$ cat config.mk
export PLATFORM = sky130hd
export DESIGN_NAME = wb_write_queue
export DESIGN_NICKNAME = d
export VERILOG_FILES = /design/src/rtl/wb_write_queue.sv
export SDC_FILE = /design/constraint.sdc
export NUM_CORES = 1
export LEC_CHECK = 0
export BUFFER_PORTS_ARGS = -buffer_cell sky130_fd_sc_hd__buf_4
export CAP_MARGIN = 10
export CORE_ASPECT_RATIO = 0.8
export CORE_MARGIN = 4
export CORE_UTILIZATION = 43
export DETAILED_ROUTE_END_ITERATION = 10
export SYNTH_ARGS = -nofsm -noshare
export SYNTH_HDL_FRONTEND = slang
export SYNTH_SLANG_ARGS = --single-unit
$ cat constraint.sdc
create_clock -name clk -period 9.6 [get_ports clk]
set_clock_uncertainty 0.2 [all_clocks]
set_input_delay 2.88 -clock clk [delete_from_list [all_inputs] [get_ports clk]]
set_output_delay 2.88 -clock clk [all_outputs]
set_load 0.02 [all_outputs]
$ cat src/rtl/wb_write_queue.sv
// wb_write_queue: in-order write buffer in front of the register file's single
// write port. Requests are queued, drained one per cycle into a registered
// {RegWrite, W, WData} output, and every pending write (queued or in the output
// register) is visible to decode through a combinational forwarding lookup.
module wb_write_queue #(
  parameter int DEPTH = 4,
  parameter int AW    = 2
) (
  input  logic          clk,
  input  logic          rst,
  // Request handshake: a request transfers on a rising edge where in_valid
  // and in_ready are both high; in_ready depends only on occupancy, never on
  // in_valid, so the producer may hold in_valid until it sees in_ready.
  input  logic          in_valid,
  output logic          in_ready,
  input  logic [4:0]    in_reg,
  input  logic [31:0]   in_data,
  input  logic          drain_en,
  output logic          RegWrite,
  output logic [4:0]    W,
  output logic [31:0]   WData,
  input  logic [4:0]    R1,
  input  logic [4:0]    R2,
  output logic          hit1,
  output logic          hit2,
  output logic [31:0]   fwd1,
  output logic [31:0]   fwd2,
  output logic [AW:0]   count
);

  localparam logic [AW:0] FULL = (AW+1)'(DEPTH);

  logic [4:0]    ent_reg_q  [DEPTH];
  logic [31:0]   ent_data_q [DEPTH];

  logic [AW-1:0] wr_ptr_q, wr_ptr_d;
  logic [AW-1:0] rd_ptr_q, rd_ptr_d;
  logic [AW:0]   count_q, count_d;
  logic          regwrite_q, regwrite_d;
  logic [4:0]    w_q, w_d;
  logic [31:0]   wdata_q, wdata_d;

  logic          accept;
  logic          push;
  logic          pop;
  logic [AW-1:0] idx;

  // A full queue refuses requests even if it drains this cycle, keeping
  // in_ready a pure function of registered state.
  assign in_ready = (count_q != FULL);
  assign accept   = in_valid && in_ready;
  // Writes to r0 complete the handshake but are dropped: r0 is never written.
  assign push     = accept && (in_reg != 5'd0);
  assign pop      = drain_en && (count_q != '0);

  // Next-state for pointers, occupancy and the registered write port.
  always_comb begin
    wr_ptr_d   = wr_ptr_q;
    rd_ptr_d   = rd_ptr_q;
    count_d    = count_q;
    regwrite_d = 1'b0;
    w_d        = w_q;
    wdata_d    = wdata_q;
    if (push) begin
      wr_ptr_d = wr_ptr_q + 1'b1;
    end
    if (pop) begin
      rd_ptr_d   = rd_ptr_q + 1'b1;
      regwrite_d = 1'b1;
      w_d        = ent_reg_q[rd_ptr_q];
      wdata_d    = ent_data_q[rd_ptr_q];
    end
    case ({push, pop})
      2'b10:   count_d = count_q + 1'b1;
      2'b01:   count_d = count_q - 1'b1;
      default: count_d = count_q;
    endcase
  end

  // Control state and output register, cleared immediately by reset.
  always_ff @(posedge clk or posedge rst) begin
    if (rst) begin
      wr_ptr_q   <= '0;
      rd_ptr_q   <= '0;
      count_q    <= '0;
      regwrite_q <= 1'b0;
      w_q        <= '0;
      wdata_q    <= '0;
    end else begin
      wr_ptr_q   <= wr_ptr_d;
      rd_ptr_q   <= rd_ptr_d;
      count_q    <= count_d;
      regwrite_q <= regwrite_d;
      w_q        <= w_d;
      wdata_q    <= wdata_d;
    end
  end

  // Entry storage; contents need no reset because count gates validity.
  always_ff @(posedge clk) begin
    if (push) begin
      ent_reg_q[wr_ptr_q]  <= in_reg;
      ent_data_q[wr_ptr_q] <= in_data;
    end
  end

  // Forwarding lookup: scan oldest to newest so the youngest match overrides;
  // the output register (if still strobing) is the oldest candidate of all.
  always_comb begin
    hit1 = 1'b0;
    fwd1 = '0;
    hit2 = 1'b0;
    fwd2 = '0;
    idx  = '0;
    if (regwrite_q && (w_q == R1)) begin
      hit1 = 1'b1;
      fwd1 = wdata_q;
    end
    if (regwrite_q && (w_q == R2)) begin
      hit2 = 1'b1;
      fwd2 = wdata_q;
    end
    for (int i = 0; i < DEPTH; i++) begin
      idx = rd_ptr_q + AW'(i);
      if ((AW+1)'(i) < count_q) begin
        if (ent_reg_q[idx] == R1) begin
          hit1 = 1'b1;
          fwd1 = ent_data_q[idx];
        end
        if (ent_reg_q[idx] == R2) begin
          hit2 = 1'b1;
          fwd2 = ent_data_q[idx];
        end
      end
    end
    if (R1 == 5'd0) begin
      hit1 = 1'b0;
      fwd1 = '0;
    end
    if (R2 == 5'd0) begin
      hit2 = 1'b0;
      fwd2 = '0;
    end
  end

  assign RegWrite = regwrite_q;
  assign W        = w_q;
  assign WData    = wdata_q;
  assign count    = count_q;

endmodule

==> results.cfg <==
[run_status]
status = finished, final reports clean

[sta]
rsz0062_at_grt = no
fin_setup_tns_ps = 0
worst_slew_pin_slew_ps = 1130
relSlewSlack = 0.246
finalCriticalPeriod_ps = 8610
hold_viol = 0
fmax_ghz = 0.116
fin_crit_sh = 0.896
slew_viol_final = 0
setup_violations = 0

[power]
powerDensity_nw_per_um2 = 339
peakVddDrop_v = 0.000182
power.leakage_nw = 5.31

[synthesis]
async_flop_share = 0.233
synth_cells = 959
synth_fp_nets = 1019
syn_area_per_cell_um2 = 13.2
synth-seq-cells = 193
synthFlopType = edfxtp_1
yosys.area.top_type_share = 0.350
synth.most_common_cell = edfxtp_1
synth_edf_count = 148
netlist_top_cells_area = edfxtp_1 35%, mux4_2 13%, mux2i_1 11%
synthMuxAreaShare = 0.282
synth-warning-count = 0
synth_compound_area_frac = 0.133
synth_top_family_by_area = multiplexers
synth_area_um2 = 12700
synth_seq_area_share = 0.439
synth-xor-area-share = 0.0387
synthTopCellsByCount = 148 x edfxtp_1, 145 x mux2i_1, 76 x mux4_2
yosys.area_share.simple = 0.0525
synthAdderAreaFrac = 0.00888
yosysTopAreaCell = edfxtp_1
synth.distinct_cells = 41

[run]
maxCapViolCount = 0

[cts]
cts_tree = done
post-cts-setup-buffers = 0
htreeDepth = 4
cts_num_sinks = 193
ctsHoldBuffers = 0
clock_latency_ps = 430
clk_pin_slew_ps = 70
cts_buffer_depth = 2
cts-root-buf = clkbuf_16
post_cts_resized = 0
cts_buffers = 17

[global_routing]
use_met1 = 0.344
grt_use_met2 = 0.366
met3_usage = 0.0494
grt_max_degree = 71
grt_pass1_vias = 9566
grtUsageTotal = 0.240
grt_pass1_wl_mm = 59.1
busiest_layer = met2
grt-ovfl-total = 0
antenna_found_initial = 1

[critical_path]
worst-endpoint-required_ps = 6520
crit_fanout = 24
worstPathArrival_ps = 5530
cp-end-kind = primary output
startpoint_type = input port
path_class = input port to primary output

[route]
vias = 9683
drt-initial-drc-count = 926
dr.pass1.iters = 5
wl_mm = 39.0
wl_per_cell_um = 27.1
drc = 0
antenna_left = 0
vias_per_cell = 6.74

[worst_hold_path]
hp-class = register to register

[placed_design]
placed_area_um2 = 14000
portBuffers = 158
dp_hpwl_mm = 24.0
place_congestion = 0.813

[floorplanning]
boundaryPins = 159
rows = 55
core-area_um2 = 28700
die_h_um = 162
start_util = 0.442
die-area_um2 = 32300
fp.dieW_um = 200

[layout]
drive_gt1_frac = 0.337
finish.instance_area_um2 = 14700
syn_to_final_growth_pct = 15.6
fin_nets = 1112
worst max-delay path, cell delays in order:
cell,delay (ps)
buf_4,160
xor2_1,160
nor4_1,540
and2_2,780
buf_4,340
a221oi_1,110
o31ai_1,320
buf_4,210
placed cells by master (no fill, tap or decap), types with 3 or more instances in the layout:
cell type,n
buf_4,183
edfxtp_1,148
mux2i_1,145
mux4_2,76
a32oi_1,64
o31ai_1,64
a221oi_1,64
nor3_1,53
dfrtp_1,43
mux2_2,37
xor2_1,30
xnor2_1,26
nor2_1,22
clkbuf_16,17
ha_1,9
or2_2,8
inv_1,7
nand2_1,6
inv_6,6
and2_2,5
a21oi_1,4
nand4_1,3
nor4_1,3
nand3_1,3
bufinv_16,3
sequential cells by signal, summed over array words and instances (netlist names):
name / flops
ent_data_q: 128
WData: 32
ent_reg_q: 20
W: 5
count: 3
rd_ptr_q: 2
wr_ptr_q: 2
RegWrite: 1
per-stage QoR:
step           total power [mW]   util  setup slack [ps]  cells  hold slack (ps)
2_1_floorplan              3.40      -              1630    959              380
3_3_place_gp               4.19  0.490              1100   1403              344
3_5_place_dp               4.23  0.490              1110   1403              354
4_1_cts                    4.98  0.511              1080   1435              373
5_1_grt                    5.26  0.511               895   1436              398
6_report                   4.97  0.511               995   1436              371
cell type report:
| class | instances | area (um^2) |
|---|---|---|
| diodes | 1 | 2.50 |
| inverters | 8 | 30.0 |
| flip-flops and latches | 193 | 5580 |
| multi-input cells | 649 | 6610 |
| clock inverters | 13 | 173 |
| repair buffers | 183 | 1370 |
| clock buffers | 19 | 433 |
| fillers | 2474 | 14000 |
| well taps | 370 | 463 |
power by group:
group | internal, mW | switching [mW]
sequential | 1.14 | 0.261
clock | 0.417 | 0.333
combinational | 1.23 | 1.58
final timing paths:
| path | start | end | slack, ps | cells after the start |
|---|---|---|---|---|
| min | WData[3] | WData[3] | 370 | 1 |
| min in group asynchronous | rst | WData[26] | 2470 | 3 |
| max in group asynchronous | rst | rd_ptr_q[1] | 6140 | 3 |
| max reg2reg | rd_ptr_q[1] | WData[28] | 5910 | 4 |
| min reg2reg | WData[3] | WData[3] | 370 | 1 |
| max | R2[0] | fwd2[2] | 990 | 8 |
per-layer routing:
layer,share of wire,vias up
li1,-,4183
met1,0.42,4891
met2,0.46,529
met3,0.092,80
met4,0.025,0
met5,0,-
cell families (layout without fill, tap and decap cells):
logic type | Yosys count | count (layout)
DFF | 193 | 193
other | 0 | 1
buffers and inverters | 117 | 223
xor gates and xnor gates | 56 | 56
and+or+nand+nor | 120 | 120
AOI/OAI and AO/OA | 206 | 206
muxes | 258 | 258
adders and majority gates | 9 | 9
Power figures use the tool's default switching activity.
